## src/rtl/lsu_pkg.sv

```systemverilog
// Shared funct3 codes, FSM states and the alignment/legality rule for the LSU.
// Latency: n/a (declarations and a pure combinational function).
// Backpressure: n/a.
package lsu_pkg;

  localparam logic [2:0] F3_B  = 3'b000;
  localparam logic [2:0] F3_H  = 3'b001;
  localparam logic [2:0] F3_W  = 3'b010;
  localparam logic [2:0] F3_BU = 3'b100;
  localparam logic [2:0] F3_HU = 3'b101;

  typedef enum logic [1:0] {
    IDLE   = 2'd0,
    ACCESS = 2'd1,
    WAIT   = 2'd2,
    RESP   = 2'd3
  } lsu_state_e;

  // True when the access can't be issued: unknown size code (stores only
  // know b/h/w) or the address is not a multiple of the access size.
  function automatic logic is_misaligned(input logic [2:0] funct3,
                                         input logic [1:0] addr_lo,
                                         input logic       we);
    logic bad;
    bad = 1'b0;
    case (funct3)
      F3_B:    bad = 1'b0;
      F3_BU:   bad = we;
      F3_H:    bad = addr_lo[0];
      F3_HU:   bad = we | addr_lo[0];
      F3_W:    bad = |addr_lo;
      default: bad = 1'b1;
    endcase
    return bad;
  endfunction

endpackage

```

## src/rtl/lsu_load_align.sv

```systemverilog
// Picks the byte/half lane out of a dmem word and sign- or zero-extends it.
// Latency: combinational.
// Backpressure: none.
module lsu_load_align
  import lsu_pkg::*;
(
  input  logic [31:0] mem_rd,
  input  logic [1:0]  addr_lo,
  input  logic [2:0]  funct3,
  output logic [31:0] data
);

  logic [7:0]  byte_sel;
  logic [15:0] half_sel;

  // Lane select from the low address bits, then extend by size code.
  always_comb begin
    case (addr_lo)
      2'd0:    byte_sel = mem_rd[7:0];
      2'd1:    byte_sel = mem_rd[15:8];
      2'd2:    byte_sel = mem_rd[23:16];
      default: byte_sel = mem_rd[31:24];
    endcase
    half_sel = addr_lo[1] ? mem_rd[31:16] : mem_rd[15:0];
    case (funct3)
      F3_B:    data = {{24{byte_sel[7]}}, byte_sel};
      F3_BU:   data = {24'b0, byte_sel};
      F3_H:    data = {{16{half_sel[15]}}, half_sel};
      F3_HU:   data = {16'b0, half_sel};
      // Word, and unknown codes when no checking is built in: whole word.
      default: data = mem_rd;
    endcase
  end

endmodule

```

## src/rtl/lsu_mem_initiator.sv

```systemverilog
// Load/store unit: one core request -> one dmem access -> one aligned response.
// Latency: accept->resp_valid 2 cycles for stores, 2+MEM_LAT for loads, 1 for rejected requests.
// Backpressure: one request in flight; req_ready only in IDLE, response held until resp_ready.
// Build option LSU_ALIGN_CHECK_EN: reject misaligned/illegal-funct3 requests with resp_err.
module lsu_mem_initiator
  import lsu_pkg::*;
#(
  parameter int MEM_LAT = 0
) (
  input  logic        clk,
  input  logic        rst_n,
  input  logic        req_valid,
  output logic        req_ready,
  input  logic        req_we,
  input  logic [2:0]  req_funct3,
  input  logic [31:0] req_addr,
  input  logic [31:0] req_wdata,
  output logic        resp_valid,
  input  logic        resp_ready,
  output logic [31:0] resp_rdata,
  output logic        resp_err,
  output logic        mem_we,
  output logic [31:0] mem_addr,
  output logic [31:0] mem_wd,
  output logic [2:0]  mem_funct3,
  input  logic [31:0] mem_rd
);

  localparam logic [2:0] CNT_INIT = (MEM_LAT > 0) ? 3'(MEM_LAT - 1) : 3'd0;

  lsu_state_e  state;
  logic [31:0] addr_q;
  logic [31:0] wd_q;
  logic [2:0]  f3_q;
  logic        we_q;
  logic [2:0]  cnt_q;
  logic [31:0] rdata_q;
  logic        err_q;
  logic        req_bad;
  logic [31:0] ld_data;

`ifdef LSU_ALIGN_CHECK_EN
  assign req_bad = is_misaligned(req_funct3, req_addr[1:0], req_we);
`else
  // Without checking, everything goes to dmem with its low bits intact.
  assign req_bad = 1'b0;
`endif

  lsu_load_align u_align (
    .mem_rd  (mem_rd),
    .addr_lo (addr_q[1:0]),
    .funct3  (f3_q),
    .data    (ld_data)
  );

  assign req_ready  = (state == IDLE);
  assign resp_valid = (state == RESP);
  assign resp_rdata = rdata_q;
  assign resp_err   = err_q;
  // Decoded from state so reset kills the write strobe without waiting for a clock.
  assign mem_we     = (state == ACCESS) && we_q;
  assign mem_addr   = addr_q;
  assign mem_wd     = wd_q;
  assign mem_funct3 = f3_q;

  // Request capture, access sequencing, read-latency countdown and response hold.
  always_ff @(posedge clk or negedge rst_n) begin
    if (!rst_n) begin
      state   <= IDLE;
      addr_q  <= '0;
      wd_q    <= '0;
      f3_q    <= '0;
      we_q    <= 1'b0;
      cnt_q   <= '0;
      rdata_q <= '0;
      err_q   <= 1'b0;
    end else begin
      case (state)
        IDLE: begin
          if (req_valid) begin
            addr_q <= req_addr;
            wd_q   <= req_wdata;
            f3_q   <= req_funct3;
            we_q   <= req_we;
            if (req_bad) begin
              err_q   <= 1'b1;
              rdata_q <= '0;
              state   <= RESP;
            end else begin
              state <= ACCESS;
            end
          end
        end
        ACCESS: begin
          if (we_q) begin
            rdata_q <= '0;
            state   <= RESP;
          end else if (MEM_LAT == 0) begin
            rdata_q <= ld_data;
            state   <= RESP;
          end else begin
            cnt_q <= CNT_INIT;
            state <= WAIT;
          end
        end
        WAIT: begin
          if (cnt_q == 3'd0) begin
            rdata_q <= ld_data;
            state   <= RESP;
          end else begin
            cnt_q <= cnt_q - 3'd1;
          end
        end
        RESP: begin
          if (resp_ready) begin
            rdata_q <= '0;
            err_q   <= 1'b0;
            state   <= IDLE;
          end
        end
        default: state <= IDLE;
      endcase
    end
  end

endmodule

```

## config.mk

```make
export PLATFORM = sky130hd
export DESIGN_NAME = lsu_mem_initiator
export DESIGN_NICKNAME = d
export VERILOG_FILES = /design/src/rtl/lsu_pkg.sv /design/src/rtl/lsu_load_align.sv /design/src/rtl/lsu_mem_initiator.sv
export SDC_FILE = /design/constraint.sdc
export NUM_CORES = 1
export LEC_CHECK = 0
export CORE_MARGIN = 5
export CORE_UTILIZATION = 40
export DETAILED_ROUTE_END_ITERATION = 12
export GPL_TIMING_DRIVEN = 1
export PLACE_DENSITY = 0.82
export SLEW_MARGIN = 25
export SYNTH_ARGS = -nofsm -noshare
export SYNTH_HDL_FRONTEND = slang
export SYNTH_SLANG_ARGS = --single-unit
```

## constraint.sdc

```tcl
create_clock -name clk -period 4.2 [get_ports clk]
set_input_delay 0.84 -clock clk [delete_from_list [all_inputs] [get_ports clk]]
set_output_delay 0.84 -clock clk [all_outputs]
set_load 0.01 [all_outputs]
```

==> results by group <==
Hold path
  – HP Class: reg2reg
  – Min-delay src: resp_rdata[11]$_DFFE_PN0P_

Critical path
  – CP peak stage delay: 0.82 ns
  – Arrival @ worst endpoint: slightly above 3 ns
  – Kind of critical path: in2reg
  – Worst-path fanout max: 16
  – Worst path cell trace: clkdlybuf4s50_1 > or3b_1 > a32o_1 > a2111oi_4 > a221o_2
  – Top delay family on crit path: compound AO/OA/AOI/OAI gates
  – CP Launch Point: mem_rd[23]
  – R2R Path Start: mem_funct3[0]$_DFFE_PN0P_
  – Data required, critical path: 4.47 ns
  – Buffer and inverter count on the worst path: 1
  – CP max stage cell: a2111oi_4
  – Setup crit start kind: input port
  – Critical Path End Type: register

Logic synthesis
  – YS warnings: 0
  – Synth cell types: 42
  – Proportion of netlist area held by the largest area contributor: a little under three fifths
  – Top-count cell post-synth: dfrtp_1
  – List of most frequent post-synthesis cells: dfrtp_1, mux2_2, inv_1
  – Yosys reg bits: ~110
  – Cell Area, Synth: approximately 4600 sq um
  – Synth Flop Type: dfrtp_1
  – Syn avg cell area: about 13 sq um
  – Post-synthesis async set-or-reset flop share: 100%
  – Synth top area cells: dfrtp_1, mux2_2, a221o_2
  – Synth area leader: dfrtp_1
  – Syn Inst Count: ~340
  – Post-synthesis sequential area ratio: between 50% and 60%
  – Syn nets: ~450
  – EDFF count, synth: 0

Clock network
  – CTS HTree Levels: 3
  – CTS tree: done
  – Hold-fix buffers, CTS: 0
  – CTS clk-pin slew, worst paths: 0.07 ns
  – Max clock buf depth: 2
  – Number of post-CTS setup repair buffers: 0
  – Cts repair resizes: 0
  – Root Driver: clkbuf_16
  – CTS sink cnt: roughly 110
  – CTS buffer count: 9
  – Worst-Skew Late Latency: approximately 0.34 ns

Timing
  – Unrepaired setup endpoints after global routing: no
  – Hold slack: around 0.48 ns
  – Tmin final: ~2.8 ns
  – Final worst-path setup slack: ~1.4 ns
  – Fin crit share: about two thirds
  – Relative slew margins: between 30% and 40%
  – Pins over their slew limit: 0
  – Layout Skew: slightly above 0.007 ns
  – Endpoints failing hold: 0
  – Slew @ Worst Pin: 0.909 ns
  – # setup viols final: 0
  – Sum Neg Setup Slack: 0 ns
  – Max frequency: roughly 360 MHz

Floorplanning
  – Chip width: 117 um
  – Die ar.: 13,800 sq um
  – Die Height: about 120 um
  – Ports: 207
  – Starting density of the core: ~41%
  – # rows: 39
  – Core region area: approximately 11,000 sq um

Pwr
  – Design Power: between 5 and 6 mW
  – Peak VDD IR: 0.000383 V
  – PD cells: 746 nW/um^2
  – LEAKAGE: 3.01 nW

Layout
  – Syn-to-layout area delta: 53.0%
  – Final Net Count: 650
  – Antenna diodes: 0
  – Ratio of cells with drive above 1 in the final layout: approximately a fifth

Global route
  – Antenna violations before repair: 0
  – All-Layer GR Usage: a little under a fifth
  – Vias in the first global route: roughly 4,000
  – Pin count of the biggest net entering global routing: 86
  – GR Overflow Total: 0
  – First-pass GRT wire length: roughly 21 mm

Detailed routing
  – Routed via count: roughly 3,600
  – Post-route ant nets: 0
  – First DRT Iteration DRCs: between 150 and 200
  – Wire per inst: 18.6 um
  – DR vias/cell: ~5.3
  – Drt pass-1 iters: 4
  – DRC violations left: 0
  – Final WL: roughly 13 mm

Status
  – Outcome: completed

Run
  – Max-cap violations: 0

Place
  – Post-DP HPWL: 9.71 mm
  – Buffers on Ports: about 200
  – RD Place Congestion: between 0.8 and 0.9
  – Place WS: between 1 and 1.5 ns
-- final timing paths --
check / to / slack, ns / cells past startpoint
min: resp_rdata[11]$_DFFE_PN0P_ / 0.48 / 1
max reg2reg: resp_rdata[25]$_DFFE_PN0P_ / 1.76 / 4
min reg2reg: resp_rdata[11]$_DFFE_PN0P_ / 0.48 / 1
max in group asynchronous: mem_addr[20]$_DFFE_PN0P_ / 2.88 / 2
max: resp_rdata[25]$_DFFE_PN0P_ / 1.42 / 5
min in group asynchronous: resp_rdata[18]$_DFFE_PN0P_ / 0.56 / 1
-- layer usage --
metal	track usage, %	vias to the layer above	share of wire [%]
met5	0	-	0
met4	6.74	0	1.7
met3	7.07	16	10
met2	30.5	169	49
met1	21.9	1768	39
li1	-	1656	-
-- cell families (layout without fill, tap and decap cells) --
family / count (synthesis) / in the layout / share of synthesized area (%)
AND/OR/NAND/NOR: 40 / 40 / 4.81
XOR/XNOR: 1 / 1 / 0.190
other: 1 / 1 / 0.0814
flip-flops: 105 / 105 / 57.0
adder cells (fa/ha/maj): 7 / 7 / 1.90
buffers and inverters: 39 / 241 / 3.58
multiplexers: 80 / 80 / 19.5
AO/OA/AOI/OAI: 69 / 69 / 12.9
-- worst register-to-register path, stage by stage (launching register included) --
cell and delay, ns:
dfrtp_1 0.59, or3b_1 0.46, a32o_1 0.28, a2111oi_4 0.82, a221o_2 0.23
-- state kept, by name, indices dropped and copies added, names as in the netlist --
register	count
mem_funct3	3
resp_rdata	32
we_q	1
mem_addr	32
state	2
cnt_q	3
mem_wd	32
-- cell type report --
| cell class | instances | area, sq um |
|---|---|---|
| Clock buffer | 12 | 256 |
| Clock inverter | 4 | 26.3 |
| Fill cell | 962 | 4320 |
| Inverter | 16 | 60.1 |
| Multi-Input combinational cell | 198 | 1820 |
| Sequential cell | 105 | 2630 |
| Tap cell | 143 | 179 |
| Timing Repair Buffer | 209 | 2080 |
-- where the power goes --
| group | internal (mW) | switching [mW] |
|---|---|---|
| clock network | 0.435 | 0.364 |
| logic | 1.56 | 1.05 |
| registers | 1.49 | 0.361 |
| total | 3.48 | 1.78 |
-- placed cells by master, fill, tap and decap left out, drive strengths merged, types with 2 or more instances in the layout --
master,n
clkbuf,12
nand2,13
buf,5
a21oi,5
nand2b,6
a222oi,4
a21o,8
and2,2
clkinv,2
a221o,16
mux2i,2
a221oi,11
or3b,2
o2bb2ai,8
and3b,2
nor2b,2
clkdlybuf4s50,204
a211o,2
nor2,5
mux2,78
o21ai,9
ha,7
inv,17
dfrtp,105
-- stage by stage --
| step | util [%] | cells | cell area [sq um] |
|---|---|---|---|
| 6_report | 62.0 | 687 | 7050 |
| 2_1_floorplan | - | 342 | 4610 |
| 4_1_cts | 62.0 | 687 | 7050 |
| 5_1_grt | 62.0 | 687 | 7050 |
| 3_3_place_gp | 59.5 | 671 | 6770 |
| 3_5_place_dp | 59.5 | 671 | 6770 |
No activity file was read; power rests on OpenSTA's default activity.
